--- config.mk ---
export PLATFORM = sky130hd
export DESIGN_NAME = exec_sequencer
export DESIGN_NICKNAME = d
export VERILOG_FILES = /design/src/rtl/exec_sequencer.sv
export SDC_FILE = /design/constraint.sdc
export NUM_CORES = 1
export LEC_CHECK = 0
export BUFFER_PORTS_ARGS = -buffer_cell sky130_fd_sc_hd__buf_2
export CAP_MARGIN = 20
export CORE_ASPECT_RATIO = 1.1
export CORE_MARGIN = 4
export CORE_UTILIZATION = 40
export DETAILED_ROUTE_END_ITERATION = 10
export PLACE_DENSITY = 0.68
export SETUP_SLACK_MARGIN = 0.15
export SLEW_MARGIN = 20
export SYNTH_ARGS = -nofsm -noshare
export SYNTH_HDL_FRONTEND = slang
export SYNTH_SLANG_ARGS = --single-unit
--- constraint.sdc ---
create_clock -name clk -period 3.54 [get_ports clk]
set_input_delay 0.708 -clock clk [delete_from_list [all_inputs] [get_ports clk]]
set_output_delay 0.708 -clock clk [all_outputs]
set_load 0.1 [all_outputs]
--- src/rtl/exec_sequencer.sv ---
// ============================================================================
// exec_sequencer : instruction execute sequencer (IDLE/ALU/MEM/CTRL/HALT).
// Optional MEM_TIMEOUT_EN macro adds a memory-ack watchdog.  Rev 1.0
// ============================================================================
`default_nettype none

module exec_sequencer #(
    parameter int PC_WIDTH    = 8,
    parameter int MEM_TIMEOUT = 15
) (
    input  logic                clk,
    input  logic                rst_n,
    input  logic                i_instr_valid,
    output logic                o_instr_ready,
    input  logic [1:0]          i_category,
    input  logic [3:0]          i_opcode,
    input  logic                i_branch_taken,
    input  logic [PC_WIDTH-1:0] i_branch_target,
    input  logic                i_mem_ack,
    output logic                o_alu_en,
    output logic                o_mem_req,
    output logic                o_mem_we,
    output logic [PC_WIDTH-1:0] o_pc,
    output logic                o_busy,
    output logic                o_halted,
    output logic                o_mem_err
);

    typedef enum logic [2:0] {
        S_IDLE = 3'd0,
        S_ALU  = 3'd1,
        S_MEM  = 3'd2,
        S_CTRL = 3'd3,
        S_HALT = 3'd4
    } state_t;

    localparam logic [3:0] c_OP_STORE = 4'b0100;

    state_t              r_state;
    state_t              w_state_next;
    logic [3:0]          r_opcode;
    logic [PC_WIDTH-1:0] r_pc;
    logic [PC_WIDTH-1:0] w_pc_next;
    logic                w_accept;
    logic                w_timeout;

    if (MEM_TIMEOUT < 1) begin : g_param_check
        $error("MEM_TIMEOUT must be at least 1");
    end

    assign w_accept = i_instr_valid && o_instr_ready;

`ifdef MEM_TIMEOUT_EN
    localparam int CNT_W = $clog2(MEM_TIMEOUT + 1);

    logic [CNT_W-1:0] r_tmo_cnt;
    logic             r_mem_err;

    // Fires on the MEM_TIMEOUT-th ack-less MEM cycle; an ack that same cycle wins.
    assign w_timeout = (r_state == S_MEM) && !i_mem_ack
                       && (r_tmo_cnt == CNT_W'(MEM_TIMEOUT - 1));

    always_ff @(posedge clk or negedge rst_n) begin
        if (!rst_n) begin
            r_tmo_cnt <= '0;
            r_mem_err <= 1'b0;
        end else begin
            if (r_state != S_MEM) begin
                r_tmo_cnt <= '0;
            end else if (!i_mem_ack) begin
                r_tmo_cnt <= r_tmo_cnt + 1'b1;
            end
            if (w_timeout) begin
                r_mem_err <= 1'b1;
            end
        end
    end

    assign o_mem_err = r_mem_err;
`else
    assign w_timeout = 1'b0;
    assign o_mem_err = 1'b0;
`endif

    always_ff @(posedge clk or negedge rst_n) begin
        if (!rst_n) begin
            r_state  <= S_IDLE;
            r_pc     <= '0;
            r_opcode <= '0;
        end else begin
            r_state <= w_state_next;
            r_pc    <= w_pc_next;
            if (w_accept) begin
                r_opcode <= i_opcode;
            end
        end
    end

    always_comb begin
        w_state_next = r_state;
        w_pc_next    = r_pc;
        case (r_state)
            S_IDLE: begin
                if (i_instr_valid) begin
                    case (i_category)
                        2'b00:   w_state_next = S_ALU;
                        2'b01:   w_state_next = S_MEM;
                        2'b10:   w_state_next = S_CTRL;
                        default: w_state_next = S_HALT;
                    endcase
                end
            end
            S_ALU: begin
                w_pc_next    = r_pc + 1'b1;
                w_state_next = S_IDLE;
            end
            S_MEM: begin
                if (i_mem_ack) begin
                    w_pc_next    = r_pc + 1'b1;
                    w_state_next = S_IDLE;
                end else if (w_timeout) begin
                    w_state_next = S_HALT;
                end
            end
            S_CTRL: begin
                w_pc_next    = i_branch_taken ? i_branch_target : r_pc + 1'b1;
                w_state_next = S_IDLE;
            end
            S_HALT: begin
                w_state_next = S_HALT;
            end
            default: begin
                w_state_next = S_IDLE;
            end
        endcase
    end

    assign o_instr_ready = (r_state == S_IDLE);
    assign o_alu_en      = (r_state == S_ALU);
    assign o_mem_req     = (r_state == S_MEM);
    assign o_mem_we      = (r_state == S_MEM) && (r_opcode == c_OP_STORE);
    assign o_busy        = (r_state != S_IDLE) && (r_state != S_HALT);
    assign o_halted      = (r_state == S_HALT);
    assign o_pc          = r_pc;

endmodule

`default_nettype wire

==> metrics.txt <==
DRC Markers=0; Initial Utilization=between 40% and 50%; period utilisation layout=66.7%; final RePlAce weighted congestion=about 0.77; # H-tree levels=1; syn avg cell area=between 8 and 9 µm²; initial drt markers=19; Required @ worst endpoint=roughly 2.8 ns; Reg2Reg Depth=4; Vert. Die Dim=about 57 µm; Slew Viols, Final=0; drt via density=5.05; CTS Buffer Depth=2; Arrival @ worst endpoint=~1.7 ns; startpoint types=flip-flop; Yosys Warn Count=0; total track usage=around 14%; number of detailed-route iterations in the first pass=4; Worst Path Max Fanout=9; Via Count=778; Die W=~52 µm; register area share after synthesis=43.5%; top cell type's share of synthesized area=a little over two fifths; Max-cap violations=0; final setup margin=roughly 1.2 ns; Synth Register Bits=15; final core area utilization=between 50% and 60%; WS Path Type=reg -> out; crit end category=output port; Area contributors post-synth=dfrtp_1 (44%), a21oi_1 (7.5%), ha_1 (5.8%); hold slack=between 0.2 and 0.3 ns; vias in the first global route=about 680; insertion delay to the later sink of the worst-skew pair=0.29 ns; most common cell after layout, fill and taps aside=buf_2; CTS tree=done; Cells after Synth=between 90 and 100; core area=between 2000 and 2500 µm²; f_max=about 0.42 GHz; DR WL/cell=between 10 and 15 µm; initial antenna violation count=0; n_diodes=0; Total Wirelength=1930 µm; Area Growth Syn to Fin=23.1%; setup bufs post-CTS=0; # IOs=34; Net Count, Synth=about 120; Post-CTS Hold Buffers=0; hold crit path type=in -> async; Rows=17; Final Hold Viols=0; # setup viols final=0; post-synth top area cell=dfrtp_1; # resized after CTS=0; Tightest Pin Transition=around 0.65 ns; Clock Sinks=15; DP HPWL=approximately 1500 µm; fin crit period=about 2.4 ns; final net count=150; Cell Area, Synth=862 µm²; IO buf count=32; commonest non-fill, non-tap cells in the layout=buf_2 (32), dfrtp_1 (15), a21oi_1 (13); Setup TNS=0 ns; total congestion overflow=0; Synth Flop Type=dfrtp_1; root buf cell=clkbuf_4; worst clock skew=0.0101 ns; RSZ-0062 raised after global routing=no; global-route wire length before repair=3120 µm; number of synthesized flops with an enable pin=0; share of layout cells above drive strength 1=between 30% and 40%; Routed Antenna Nets=0; ys async rst share=100%; status=finished, final reports clean; slew margin rel.=a little under three fifths; distinct cell type count after synthesis=32; largest net degree at the start of global routing=16; DIE AREA=just under 3000 µm²; Num CTS Buffers=3; clock transition at the register clock pins on the worst setup and hold paths after CTS=0.10 ns; pre-CTS setup slack=between 1 and 1.5 ns
[cell usage after synthesis (2+ instances only)]
cell type and count:
a21oi_1 13, buf_2 2, buf_4 2, dfrtp_1 15
ha_1 4, inv_1 5, mux2_2 4, nand2_1 8
nand2b_1 2, nand3_1 4, nor2_1 7, nor3_1 2
nor3b_1 2, o21ai_0 7, or2_2 2
[final cells by class]
class / count / area, µm²
inverter: 5 / 18.8
multi-input combinational: 70 / 444
sequential: 15 / 375
clock buffer: 3 / 22.5
timing repair buffer: 32 / 160
fill: 192 / 960
clock inverter: 1 / 5.00
tap: 28 / 35.0
[per-stage QoR]
step	instance area, µm²	std cells
6_report	1060	154
5_1_grt	1060	154
4_1_cts	1060	154
3_5_place_dp	1030	150
3_3_place_gp	1030	150
2_1_floorplan	878	96
[worst paths after layout]
kind,slack [ns],endpoint,start
max in group asynchronous,2.99,r_opcode[1],rst_n
min in group clk,0.51,r_opcode[1],r_opcode[1]
worst min register to register,0.51,r_opcode[1],r_opcode[1]
worst max register to register,2.01,o_pc[6],r_state[2]
worst max-delay path,1.18,o_mem_we,r_state[2]
worst min-delay path,0.29,o_pc[7],rst_n
[sequential cells by signal, indices dropped and copies added (netlist names)]
| signal | cells |
|---|---|
| o_pc | 8 |
| r_opcode | 4 |
| r_state | 3 |
[critical path: stages (launching register included)]
cell	delay, ns
dfrtp_1	0.48
nor2_1	0.12
nand2_1	0.10
nor4_2	0.21
buf_2	0.46
[layer usage]
layer | up-vias | global-route usage [%] | wire length [µm]
met5 | - | 0 | 0
met4 | 0 | 3.28 | 10
met3 | 2 | 5.31 | 163
met2 | 28 | 21.7 | 906
met1 | 349 | 18.2 | 849
li1 | 399 | - | -
[cell families after synthesis]
| group | share of synthesized area, % |
|---|---|
| and+or+nand+nor | 20.8 |
| AOI/OAI and AO/OA | 17.4 |
| DFF | 43.5 |
| buffers and inverters | 6.82 |
| muxes | 5.22 |
| adders and majority gates | 5.81 |
| other | 0.435 |
Power is not shown: default switching activity piles up to over one toggle a cycle in this logic, so the estimate is an artifact.
